### src/rtl/fb_read_scheduler.sv
// Wishbone read master that walks a framebuffer linearly in incrementing bursts
// and pushes the returned RGB565 pixels into the display FIFO write port.
module fb_read_scheduler #(
    parameter int          HDISP      = 640,
    parameter int          VDISP      = 480,
    parameter int          BURST      = 16,
    parameter int          FIFO_DEPTH = 256,
    parameter logic [31:0] BASE_ADR   = 32'h0000_0000
) (
    input  logic                          CLK,
    input  logic                          RST,
    input  logic                          enable,
    input  logic                          frame_start,
    input  logic [$clog2(FIFO_DEPTH):0]   fifo_wfree,
    output logic [15:0]                   fifo_wdata,
    output logic                          fifo_write,
    output logic [31:0]                   wb_adr,
    output logic                          wb_cyc,
    output logic                          wb_stb,
    output logic                          wb_we,
    output logic [1:0]                    wb_sel,
    output logic [2:0]                    wb_cti,
    output logic [1:0]                    wb_bte,
    input  logic [15:0]                   wb_dat_sm,
    input  logic                          wb_ack,
    output logic                          busy,
    output logic                          frame_done
);

    localparam int NPIX = HDISP * VDISP;
    localparam int PW   = $clog2(NPIX + 1);
    localparam int BW   = $clog2(BURST + 1);

    localparam logic [1:0] S_IDLE  = 2'd0;
    localparam logic [1:0] S_WAIT  = 2'd1;
    localparam logic [1:0] S_BURST = 2'd2;
    localparam logic [1:0] S_GAP   = 2'd3;

    logic [1:0]    state_q, state_d;
    logic [PW-1:0] pix_idx_q, pix_idx_d;
    logic [BW-1:0] beats_q, beats_d;
    logic          cyc_q, cyc_d;
    logic          write_q, write_d;
    logic [15:0]   wdata_q, wdata_d;
    logic          done_q, done_d;

    logic [31:0]   remain;
    logic [31:0]   len;

    always_comb begin
        remain    = 32'(NPIX) - 32'(pix_idx_q);
        len       = (remain < 32'(BURST)) ? remain : 32'(BURST);

        state_d   = state_q;
        pix_idx_d = pix_idx_q;
        beats_d   = beats_q;
        cyc_d     = cyc_q;
        write_d   = 1'b0;
        wdata_d   = wdata_q;
        done_d    = 1'b0;

        case (state_q)
            S_IDLE: begin
                if (frame_start && enable) begin
                    state_d   = S_WAIT;
                    pix_idx_d = '0;
                end
            end
            S_WAIT: begin
                if (!enable) begin
                    state_d   = S_IDLE;
                    pix_idx_d = '0;
                end else if (32'(fifo_wfree) >= len) begin
                    state_d = S_BURST;
                    beats_d = BW'(len);
                    cyc_d   = 1'b1;
                end
            end
            S_BURST: begin
                if (wb_ack) begin
                    pix_idx_d = pix_idx_q + PW'(1);
                    beats_d   = beats_q - BW'(1);
                    write_d   = 1'b1;
                    wdata_d   = wb_dat_sm;
                    if (beats_q == BW'(1)) begin
                        cyc_d   = 1'b0;
                        state_d = S_GAP;
                    end
                end
            end
            default: begin
                // One idle cycle lets the last write land in fifo_wfree before the next room check
                if (32'(pix_idx_q) == 32'(NPIX)) begin
                    done_d    = 1'b1;
                    pix_idx_d = '0;
                    state_d   = S_IDLE;
                end else begin
                    state_d = S_WAIT;
                end
            end
        endcase
    end

    always_ff @(posedge CLK or negedge RST) begin
        if (!RST) begin
            state_q   <= S_IDLE;
            pix_idx_q <= '0;
            beats_q   <= '0;
            cyc_q     <= 1'b0;
            write_q   <= 1'b0;
            wdata_q   <= '0;
            done_q    <= 1'b0;
        end else begin
            state_q   <= state_d;
            pix_idx_q <= pix_idx_d;
            beats_q   <= beats_d;
            cyc_q     <= cyc_d;
            write_q   <= write_d;
            wdata_q   <= wdata_d;
            done_q    <= done_d;
        end
    end

    assign wb_adr     = BASE_ADR + (32'(pix_idx_q) << 1);
    assign wb_cyc     = cyc_q;
    assign wb_stb     = cyc_q;
    assign wb_we      = 1'b0;
    assign wb_sel     = 2'b11;
    assign wb_bte     = 2'b00;
    assign wb_cti     = cyc_q ? ((beats_q == BW'(1)) ? 3'b111 : 3'b010) : 3'b000;
    assign fifo_write = write_q;
    assign fifo_wdata = wdata_q;
    assign frame_done = done_q;
    assign busy       = (state_q != S_IDLE);

endmodule

### config.mk
export PLATFORM = sky130hd
export DESIGN_NAME = fb_read_scheduler
export DESIGN_NICKNAME = d
export VERILOG_FILES = /design/src/rtl/fb_read_scheduler.sv
export SDC_FILE = /design/constraint.sdc
export NUM_CORES = 1
export LEC_CHECK = 0
export ABC_AREA = 1
export ABC_CLOCK_PERIOD_IN_PS = 4490
export CORE_MARGIN = 2
export CORE_UTILIZATION = 35
export CTS_BUF_LIST = sky130_fd_sc_hd__clkbuf_8
export CTS_CLUSTER_DIAMETER = 120
export DETAILED_ROUTE_END_ITERATION = 10
export PLACE_DENSITY = 0.68
export RECOVER_POWER = 50
export SLEW_MARGIN = 20
export SYNTH_ARGS = -nofsm -noshare
export SYNTH_HDL_FRONTEND = slang
export SYNTH_SLANG_ARGS = --single-unit
export TNS_END_PERCENT = 10
### constraint.sdc
create_clock -name CLK -period 4.49 [get_ports CLK]
set_input_delay 0.898 -clock CLK [delete_from_list [all_inputs] [get_ports CLK]]
set_output_delay 0.898 -clock CLK [all_outputs]
set_load 0.02 [all_outputs]
==> summary.md, run 1 <==
Setup violations remaining at the end of the flow were counted as 0. Of the total synthesized cell area, the portion taken by XOR and XNOR cells is 3.383%. The logs give 1 for the reported max-cap violation count and 3570 for the number of global-route vias before repair. The later-pin clock latency in the skew report came out at 310 ps. 0 antenna diodes ended up in the layout. The core region is 10180 sq um.

For the final database, setup skew stands at 9.490 ps. For this configuration, the core starts out at a cell density of 35.59%. Overall die height: 105.8 um. Ranked by instance count, the synthesized netlist is headed by sky130_fd_sc_hd__nand2_1 (171), sky130_fd_sc_hd__nor2_1 (47), sky130_fd_sc_hd__dfrtp_1 (45). Of the cells placed in the final design, the portion with a size suffix greater than 1 is 8.163%. The synthesized netlist devotes 8.595% of its cell area to compound gates. The total clock buffers created by CTS is 5, and the highest net fanout along the worst path is 6. At the worst endpoint, the required time is 4690 ps. Buffers added to address setup during post-CTS repair amount to 0. The final hold slack is 483.2 ps, and the overall power is 0.002090 W. The sum of overflow across all layers after global routing is 0. The share of the yosys chip area belonging to registers was 31.07%. The tree is rooted in a sky130_fd_sc_hd__clkbuf_8. The critical path contains buffers and inverters numbering 2 combined. After synthesis the netlist holds a flip-flop and latch count of 45.

The checks that failed: max-capacitance violations, max-slew violations. For the maximum number of buffers from clock root to sink, the log shows 2. The fraction of registers with async set/reset was 100.0%; the multi-input gate area in the final layout was 2166 sq um. The cell that appears most often on the critical path is sky130_fd_sc_hd__nand2_1. In this run, post-CTS hold repair placed 0 buffers. The worst hold path stage count is 2, and the violation count after the first detailed-route iteration is 184. The synthesized netlist devotes 41.15% of its cell area to simple gates. The clock tree synthesis step divided the H-tree into 2 levels. The first global-routing pass estimated 17250 um of wire. The number of logic stages on the critical path including buffering works out to 23. STA puts the critical path data arrival time at 3980 ps. For this run, design rule violations remaining after detail routing come to 0. The hold violation total from the final report came out at 0. Sorting the synthesized cells by area gives the leading types as sky130_fd_sc_hd__dfrtp_1 (31%), sky130_fd_sc_hd__nand2_1 (18%), sky130_fd_sc_hd__nand3_1 (5.5%). Signal routing reaches up to met4.

The logs give 46 for the pin count of the biggest net entering global routing and 0.9108 for the final RePlAce weighted congestion. In the final timing run, aggregate negative setup slack is 0 ps. The Yosys step of the flow raised 0 warnings.

The met3 layer wire length in the routed design is 677 um. The filler cells instantiated in the layout total 1062. Synthesis produced 521 cells. The run gives 5 as the first-pass detailed-route iteration total. Headroom to the max-slew limit came out at -66.28%. The footprint of the flip-flops and latches is 1126 sq um, and the number of vias per cell after detailed routing is 4.972.

The synthesized design contains 0 enable-type register cells. At the end of the flow the core is filled with cells to 43.73%. The most used flip-flop cell after synthesis is sky130_fd_sc_hd__dfrtp_1.

After legalization and detailed placement, the total HPWL measured 8173 um. After synthesis, the share of cell area in mux cells is 0%. The most used standard cell by instance count after synthesis is sky130_fd_sc_hd__nand2_1.

Traced cell by cell, the critical path runs through inv_1 > ha_1 > nand2_2 > nor2_8 > nand2_4 > nand2_1 > nand2_1 > nor3b_2 > nand4_2 > nor3_4 > nand4_1 > ha_1 > nand2_1 > o21ai_0 > nand2_1 > nand3_1 > nand2_1 > nand3_1 > a21oi_1 > nor2_1 > inv_1 > nand2_1 > nand2_1. For the met2 routed wirelength, the log shows 5176 um. The post-synth design cell area was 3625 sq um. The maximum vdd drop came out at 0.3320 mV.

Post-CTS repair changed the size of 0 cells. The flow ran to the end, but the final reports show violations. The run gives 2.143 nW as the static power due to leakage. Buffers placed on the I/O ports in this run total 72. Top cell family by delay on the critical path: simple AND/OR/NAND/NOR gates. Pin placement for this block handled 91 I/O pins. Portion of the clock cycle consumed by the worst path in the final layout: 84.13%. For this run, the slowest stage of the critical path takes 450 ps.

Clock-pin transition on the worst setup and hold timing paths: 100 ps. The number of different library cells used by synthesis comes to 38. Derived from the worst setup path, the maximum achievable clock frequency is 264.7 MHz.

The count of nets left with antenna violations after detail routing is 0. After synthesis, the largest family of logic cells by area is simple AND/OR/NAND/NOR gates. The layout-stage area growth over the synthesis result came out at 22.89%. Setup repair after global routing left no endpoint under its margin. Wires add up to 10410 um.

The kind of start point of the critical path is a register. The initialized floorplan defines 37 standard-cell rows. The final route contains 3600 vias. The number of antenna violations at the first check in global routing was 0; the power density of the placed cells was 469.2 nW/um^2. TritonCTS built the clock tree.

The final-stage net count came out at 630. The leading area contributor after synthesis was sky130_fd_sc_hd__dfrtp_1. Clock net sink count: 45. The run gives 46 as the final max-slew violation count. For the worst flop-to-flop path, the logic depth is 23. The horizontal die dimension works out to 105.8 um. The clock period minus final worst setup slack is 3778 ps. Class of the tightest hold or removal check: register to register. The actual transition at the worst max-transition pin works out to 2494 ps. The proportion of netlist area held by the largest area contributor was 31.07%. The detailed router put a total of 4284 um of wire on met1. The floorplan step defined a die boundary enclosing 11190 sq um. The worst setup path is captured at a register. The routed length per placed instance works out to 14.37 um. The synthesized area divided by synthesized cell count is 6.957 sq um. The largest individual stage delay along the critical path comes from the cell sky130_fd_sc_hd__dfrtp_1. Category of the critical setup timing path: register to register.

The total global routing track utilization is 19.20%. The synthesized netlist devotes 4.487% of its cell area to adder and majority cells.
==> cells in the final DEF, fill, tap and decap left out, types with 3 or more instances in the layout <==
cell	synthesis	layout
sky130_fd_sc_hd__a21oi_1	17	17
sky130_fd_sc_hd__clkbuf_8	0	5
sky130_fd_sc_hd__clkdlybuf4s50_1	0	69
sky130_fd_sc_hd__conb_1	2	22
sky130_fd_sc_hd__dfrtp_1	45	45
sky130_fd_sc_hd__ha_1	13	13
sky130_fd_sc_hd__inv_1	41	44
sky130_fd_sc_hd__inv_2	7	4
sky130_fd_sc_hd__nand2_1	171	171
sky130_fd_sc_hd__nand2_2	4	4
sky130_fd_sc_hd__nand2_4	4	4
sky130_fd_sc_hd__nand3_1	40	40
sky130_fd_sc_hd__nand3b_1	3	3
sky130_fd_sc_hd__nand4_1	16	16
sky130_fd_sc_hd__nor2_1	47	49
sky130_fd_sc_hd__nor2_2	8	6
sky130_fd_sc_hd__nor2_4	3	3
sky130_fd_sc_hd__nor3_1	9	9
sky130_fd_sc_hd__nor4_1	3	3
sky130_fd_sc_hd__o21ai_0	13	13
sky130_fd_sc_hd__o31ai_2	9	9
sky130_fd_sc_hd__xor2_1	13	13
==> stage by stage <==
| stage | setup slack [ps] | cell area [sq um] | std cells |
|---|---|---|---|
| 2_1_floorplan | 1228 | 3700 | 541 |
| 3_3_place_gp | 857.2 | 4370 | 716 |
| 3_5_place_dp | 811.9 | 4370 | 716 |
| 4_1_cts | 803.0 | 4464 | 724 |
| 5_1_grt | 315.9 | 4454 | 724 |
| 6_report | 712.4 | 4454 | 724 |
==> path summary, 6_finish.rpt <==
path	startpoint	endpoint	slack [ps]
min	fifo_wdata[4]	fifo_wdata[4]	480
max reg2reg	pix_idx_q[0]	beats_q[4]	710
min reg2reg	fifo_wdata[4]	fifo_wdata[4]	480
max	pix_idx_q[0]	beats_q[4]	710
min in group asynchronous	RST	fifo_wdata[4]	1350
max in group asynchronous	RST	pix_idx_q[1]	1730
==> tightest hold or removal path, cell delays in order, from the launching register on <==
cell                      delay [ps]
sky130_fd_sc_hd__dfrtp_1         350
sky130_fd_sc_hd__nand2_1          50
sky130_fd_sc_hd__nand2_1          50
==> where the power goes <==
group | internal, W | switching [W] | total, W
Combinational | 0.000442 | 0.000778 | 0.00122
Clock | 0.000114 | 0.000164 | 0.000278
Sequential | 0.000513 | 0.0000800 | 0.000593
==> cell families (layout without fill, tap and decap cells) <==
logic type	after synthesis	in the layout
other cells	2	22
buf+inv	82	129
simple gates	319	319
compound gates	46	46
flops	45	45
fa+ha+maj	13	13
xor+xnor	14	14
==> registers in the layout, indices dropped and copies added, names as in the netlist <==
| signal | cells |
|---|---|
| beats_q | 5 |
| fifo_wdata | 16 |
| fifo_write | 1 |
| frame_done | 1 |
| pix_idx_q | 19 |
| state_q | 2 |
| wb_cyc | 1 |
==> final cells by class <==
| cell class | count | area share, % |
|---|---|---|
| sequential | 45 | 25.28 |
| inverter | 48 | 4.045 |
| clock buffer | 5 | 1.545 |
| timing repair buffer | 73 | 16.12 |
| multi-input combinational | 414 | 48.62 |
| tap | 136 | 3.820 |
| clock inverter | 3 | 0.5618 |
==> layer usage <==
metal  vias up  global-route usage [%]
met1      1677                   23.41
met2       127                   33.73
met3        22                   3.772
met5         -                       0
met4         0                   6.485
li1       1774                       -
Power figures use the tool's default switching activity.
==> run 2, diff against run 1 <==
Settings changed: ABC_CLOCK_PERIOD_IN_PS 4490 to 3200, PLACE_DENSITY 0.68 to 0.71.
Clock period 4.49 ns to 3.2 ns, I/O delays scaled along.
==> summary.md, run 2 (synthesized netlist as in run 1, its figures left out) <==
Most common cell after layout, fill and taps aside: sky130_fd_sc_hd__nand2_1. The flow ran to the end, but the final reports show violations. The logs give 20.47% for the total global routing track utilization and 5 for the total clock buffers created by CTS. The sum of overflow across all layers after global routing is 0, and the final hold slack is 471.5 ps. The tools report the hold violation total from the final report as 0. The post-DP HPWL came out at 8875 um. The share of the core filled with cells is 50.15%, and the pin count of the biggest net entering global routing is 46. Pin placement for this block handled 91 I/O pins. The initial utilization of the core area, before any placement, comes to 35.59%.

The tools report the violation count after the first detailed-route iteration as 138. The later-pin clock latency in the skew report is 300 ps, and the power density of the placed cells is 666.2 nW/um^2. TritonCTS built the clock tree.

The number of H-tree levels was 2. Delay of the slowest cell on the worst path: 400 ps. The count of antenna diodes in the layout was 0; the clock-pin transition on the worst setup and hold timing paths was 90 ps. The top cell types in the final layout, fill and taps aside, are sky130_fd_sc_hd__nand2_1 (166), sky130_fd_sc_hd__buf_4 (62), sky130_fd_sc_hd__clkdlybuf4s50_1 (58). More flip-flops sit in one register than any other, and that register is pix_idx_q. Remaining design rule violation count: 0. The checks that failed: max-capacitance violations, max-slew violations, negative setup slack.

The clock period minus final worst setup slack is 3224 ps, and the row count is 37. The clock share of power came out at 13.4%. The floorplan step defined a core boundary enclosing 10180 sq um. The critical path goes through inv_2 > buf_6 > nand3_4 > nor2_4 > xor2_2 > nor3b_4 > nand4_2 > nor3_4 > buf_6 > nand3_4 > nor2_4 > ha_2 > inv_2 > a21oi_2 > o21ai_1 > nand2_1 > nand3_1 > nand2_1 > nand3_2 > a21oi_2 > nor2_4 > o211ai_1 > nand2_1. The fill cell total of the finished layout was 1034; the total net switching power was 0.001544 W.

For the count of vias placed by the detailed router, the log shows 3820. The routed length per placed instance is 14.26 um, and the total wire length after detailed routing is 11250 um. Setup repair after global routing could not meet its margin everywhere. The final max-slew violation count was 46.

The logs give 5107 sq um for the cell area after layout and -23.57 ps for the worst-case setup margin in the final layout. The final RePlAce weighted congestion is 0.9205. Portion of the clock cycle consumed by the worst path in the final layout: 100.7%. The logs give -23.57 ps for the setup total negative slack and 0 for the count of nets left with antenna violations after detail routing. The path class of the tightest hold or removal check is register to register. STA classifies the critical path endpoint as a register. The internal power of the cells totals 0.001859 W.

The reported max-cap violation count came out at 1. The switching power share of the total came out at 45.37%. Buffer cell driving the clock tree root: sky130_fd_sc_hd__clkbuf_8. Buffers inserted to repair hold after CTS numbered 0. On the critical path, the stage with the largest delay is an instance of sky130_fd_sc_hd__dfrtp_1. In this run the tightest slew margin relative to its limit is -66.20%.

The kind of start point of the critical path is a register. The die covers 11190 sq um. Clock tree synthesis found a total of 45 sinks.

The first detailed-routing pass ran for 4 iterations. On the final layout, the worst clock skew is 6.937 ps. The maximum number of buffers from clock root to sink is 2, and the layout-stage area growth over the synthesis result is 40.90%. The tools report the worst slack after detailed placement as -113.8 ps. The number of vias per cell after detailed routing is 4.842, and the share of post-route cells with drive strength above 1 is 21.59%.

The count of input and output buffers was 72; the arrival time reported for the critical path endpoint was 3410 ps. The share of total power dissipated in sequential elements is 24.1%. For this design the static power due to leakage is 2.513 nW. The category of the critical setup timing path is register to register. The tools report the setup violation total in the final timing report as 1. The tools report the placement-stage cell area as 4748 sq um.

Of all nets on the critical path, the largest fanout is 6. For the pin with the worst max-slew slack, the measured transition is 2493 ps. The final layout contains 695 nets. The floorplan step set the die width to 105.8 um.

Maximum vdd drop: 0.4722 mV. The tools report the number of antenna violations at the first check in global routing as 0. Derived from the worst setup path, the maximum achievable clock frequency is 310.2 MHz.

STA puts the critical path data required time at 3390 ps. In this run the vertical extent of the chip is 105.8 um. The first global-routing pass estimated 18550 um of wire. The combinational share of power is 62.5%, and the flip-flop count of the largest register, all copies and words added is 19. The number of global-route vias before repair was 3879.
run 2: cell types whose count changed in the layout (fill, tap and decap cells not counted), moves of 3 or more:
| cell | delta |
|---|---|
| sky130_fd_sc_hd__dlygate4sd3_1 | +11 |
| sky130_fd_sc_hd__nor2_4 | +6 |
| sky130_fd_sc_hd__nand2_2 | +4 |
| sky130_fd_sc_hd__buf_4 | +62 |
| sky130_fd_sc_hd__clkdlybuf4s50_1 | -11 |
| sky130_fd_sc_hd__dfrtp_2 | +4 |
| sky130_fd_sc_hd__nand2_1 | -5 |
| sky130_fd_sc_hd__dfrtp_1 | -4 |
| sky130_fd_sc_hd__buf_6 | +3 |
| sky130_fd_sc_hd__inv_1 | -5 |
| sky130_fd_sc_hd__nor2_1 | -7 |
| sky130_fd_sc_hd__inv_2 | +6 |
run 2: cell type report:
cell class              instances  area, sq um  area share, %
multi-input cells             414         2292          44.88
repair buffers                138         1217          23.84
flip-flops and latches         45         1131          22.15
inverters                      48        180.2          3.528
well taps                     136        170.2          3.332
clock buffers                   6        82.58          1.617
clock inverters                 2        33.78         0.6614
run 2: power by group through the flow:
stage / clock network (W) / logic (W) / registers [W]
6_report: 0.000456 / 0.00213 / 0.000819
5_1_grt: 0.000484 / 0.00232 / 0.000839
4_1_cts: 0.000469 / 0.00206 / 0.000823
3_5_place_dp: 0 / 0.00187 / 0.000826
3_3_place_gp: 0 / 0.00185 / 0.000823
2_1_floorplan: 0 / 0.00106 / 0.000970
run 2: worst paths after layout:
kind                                 from              to  depth (start not counted)  slack (ps)
max                          pix_idx_q[0]      beats_q[4]                         23         -20
min                        fifo_wdata[15]  fifo_wdata[15]                          2         470
max reg2reg                  pix_idx_q[0]      beats_q[4]                         23         -20
min reg2reg                fifo_wdata[15]  fifo_wdata[15]                          2         470
max in group asynchronous             RST    pix_idx_q[3]                          1         500
min in group asynchronous             RST   fifo_wdata[0]                          1        1100
run 2: critical path, delay by kind of cell (launching register included):
family / cells / cell delay, ps
and+or+nand+nor: 13 / 1460
AOI/OAI and AO/OA: 4 / 490
DFF: 1 / 400
buffers and inverters: 4 / 390
xor gates and xnor gates: 1 / 190
adders and majority gates: 1 / 170
run 2: routing by layer:
layer | track usage [%] | routed length (um)
met5 | 0 | 0
met4 | 6.579 | 201
met3 | 3.587 | 652
met2 | 36.91 | 5703
met1 | 24.58 | 4695
run 2: metrics by stage:
step	total power [W]	cells
final	0.003403	789
after global routing	0.003643	789
after CTS	0.003347	786
after detailed placement	0.002701	766
after global placement	0.002670	766
after floorplan	0.002027	541
run 2: repair_timing:
| action | in CTS | in global routing |
|---|---|---|
| pin swaps | 11 | 17 |
| setup buffers | 12 | 3 |
| endpoints found under the setup margin | 7 | 8 |
| resized for setup | 17 | 22 |
==> run 3, diff against run 2 <==
Settings changed: CTS_CLUSTER_SIZE set to 30.
==> results of run 3 <==
The final DEF is identical to that of run 2; final timing and power are the same.
==> patch: new RTL, flow settings as in run 2 <==
`wdata_q` no longer has a reset.
--- a/src/rtl/fb_read_scheduler.sv
+++ b/src/rtl/fb_read_scheduler.sv
@@ -109,5 +109,4 @@
             cyc_q     <= 1'b0;
             write_q   <= 1'b0;
-            wdata_q   <= '0;
             done_q    <= 1'b0;
         end else begin
@@ -117,7 +116,10 @@
             cyc_q     <= cyc_d;
             write_q   <= write_d;
-            wdata_q   <= wdata_d;
             done_q    <= done_d;
         end
+    end
+
+    always_ff @(posedge CLK) begin
+        wdata_q <= wdata_d;
     end
 
Behaviour: differs if RST is asserted again (counterexample within 4 cycles, from zero or initial values and one cycle with RST low); with RST held inactive, the same outputs for 10 cycles.
==> patch against run 2 <==
The run still ends with capacitance limit, slew limit, setup timing left. Wire length is 1.1% higher. Clock power shrank 19%. Total power shrank 29%. Cell area is 1.1% lower. Via count decreased by 0.39%. Sequential cell count unchanged. Area after synthesis is 1.7% lower. Global-route usage is 0.15 points higher. Combinational power decreased by 38%. Setup slack worse by 0.086 ns. Sequential power down 12%. Highest routed layer unchanged.
==> patch: results (changes against run 2) <==
| Metric | Value |
|---|---|
| Status | finished with violations |
| Failing checks | capacitance limit, slew limit, setup timing |
| First-pass GRT wire length | 18200 microns (-2.0%) |
| Antenna violations before repair | 0 (unchanged) |
| Clk pin slew, worst setup/hold paths | 0.09 ns (about the same) |
| Vias | 3805 (-0.39%) |
| Final WS setup | -0.109 ns (-0.0857 ns) |
| CP max stage delay | 0.44 ns (+0.04 ns) |
| Layout cells sized above 1 | 22.4% (+0.82 points) |
| Number of global-route vias before repair | 3627 (-6.5%) |
| Mux cell area share after synthesis | 0% (unchanged) |
| Largest net degree at the start of global routing | 30 (-35%) |
| GP Congestion | 0.951 (+3.3%) |
| Placed instance area | 4700 sq um (-1.1%) |
| Setup Viol. Count Final | 8 (+7) |
| Drt initial violations | 282 (+100%) |
| Switch Pwr | 1050 uW (-32%) |
| GRT Overall Usage | 20.6% (+0.15 points) |
| Max Slew Vio Count | 30 (-35%) |
| Lkg Pwr | 0.00238 uW (-5.5%) |
| Synth area leaders | dfrtp_1 20%, nand2_1 14%, edfxtp_1 13%, nor2_1 6.0%, nand3_1 5.8% |
| FILL cells | 964 (-6.8%) |
| Yosys warns | 0 (unchanged) |
| MaxCap Viol Count | 1 (unchanged) |
| Routed WL | 11400 microns (+1.1%) |
| CP delay by family, top | simple AND/OR/NAND/NOR gates |
| Critical Path AT | 3.47 ns (+0.06 ns) |
| Drt first pass iters | 5 (+1) |
| Reg with most FFs | pix_idx_q |
| Synth Area in Compound Gates | 7.09% (-1.5 points) |
| Post-synth cell types | 39 (+2.6%) |
| Number of diodes | 0 (unchanged) |
| Worst-Skew Late Latency | 0.30 ns (about the same) |
| CTS H-tree depth | 2 (unchanged) |
| EDFF count, synth | 16 (+16) |
| Nets | 671 (-3.5%) |
| Worst slew margin | -10.4% (+56 points) |
| Max IR drop VDD | 0.294 mV (-38%) |
| Slowest stage cell, crit path | dfrtp_2 |
| HP Class | flip-flop to flip-flop |
| Synth Area in Adders | 4.56% (+0.076 points) |
| Register area share after synthesis | 33.8% (+2.8 points) |
| Async SR Flop Fraction | 64.4% (-36 points) |
| Clock skew | 0.00431 ns (-0.00263 ns) |
| Post-DP HPWL | 8890 microns (+0.15%) |
| TritonCTS Buffers | 5 (unchanged) |
| CP max FO | 4 (-2) |
| Max Root-Sink Buffers | 2 (unchanged) |
| Synth top cells by count | 135 x nand2_1, 57 x nor2_1, 47 x inv_1, 41 x nand3_1, 29 x dfrtp_1 |
| Post-Synth XOR/XNOR Area | 3.65% (+0.27 points) |
| Largest register FFs | 19 (unchanged) |
[patch: worst register-to-register path: cells and delay by family, from the launching register on]
| kind | cells | cell delay [ns] |
|---|---|---|
| compound gates | 2 | 0.20 |
| fa+ha+maj | 2 | 0.51 |
| buf+inv | 2 | 0.24 |
| flops | 1 | 0.44 |
| simple gates | 15 | 1.80 |
[patch: worst paths after layout]
path	from	end	slack, ns	depth (start not counted)
max	pix_idx_q[0]$_DFFE_PN0P_	wb_cyc$_DFFE_PN0P_	-0.11	21
min	beats_q[1]$_DFFE_PN0P_	beats_q[1]$_DFFE_PN0P_	0.53	2
max reg2reg	pix_idx_q[0]$_DFFE_PN0P_	wb_cyc$_DFFE_PN0P_	-0.11	21
min reg2reg	beats_q[1]$_DFFE_PN0P_	beats_q[1]$_DFFE_PN0P_	0.53	2
max in group asynchronous	RST	pix_idx_q[10]$_DFFE_PN0P_	0.83	2
min in group asynchronous	RST	fifo_write$_DFF_PN0_	1.29	2
[patch: final cells by class]
cell class,instances,area [sq um],area share [%]
sequential,45,1210,24.0
inverter,52,200,3.96
clock inverter,3,25.0,0.495
timing repair buffer,140,1250,24.8
clock buffer,5,68.8,1.36
multi-input combinational,384,2120,42.0
tap,133,166,3.29
[patch: cells by family (layout without fill, tap and decap cells)]
kind of cell               count (synthesis)  after routing
AOI/OAI and AO/OA                         43             43
xor gates and xnor gates                  14             14
adders and majority gates                 13             13
buffers and inverters                     84            200
DFF                                       45             45
other                                      2             22
and+or+nand+nor                          292            292
[patch: per-stage QoR]
stage	total power (uW)	std cells	setup TNS, ns	utilization (%)	worst slack [ns]
6_report	2400	762	-0.616	51.5	-0.109
5_1_grt	2560	762	-2.87	51.5	-0.404
4_1_cts	2360	759	-0.626	50.7	-0.118
3_5_place_dp	1860	738	-2.12	47.8	-0.344
3_3_place_gp	1830	738	-0.358	47.8	-0.0931
2_1_floorplan	1520	513	0	-	0.00899
[patch: what timing repair did]
action | CTS | global route
pin swaps | 18 | 17
cloned | 0 | 0
gates resized for setup | 28 | 18
buffers inserted | 13 | 3
endpoints found under the setup margin | 8 | 8
[patch: power groups by stage]
stage / clock [uW] / sequential (uW) / combinational, uW
floorplan: 0 / 766 / 754
global placement: 0 / 721 / 1110
detailed placement: 0 / 726 / 1130
CTS: 375 / 716 / 1270
global route: 399 / 727 / 1430
finish: 368 / 718 / 1320
[patch: layer usage]
metal	up-vias	part of all wire, %	GRT usage, %
met3	34	6.4	3.24
li1	1843	-	-
met2	146	46	33.3
met5	-	0	0
met1	1782	44	27.9
met4	0	3.2	7.33
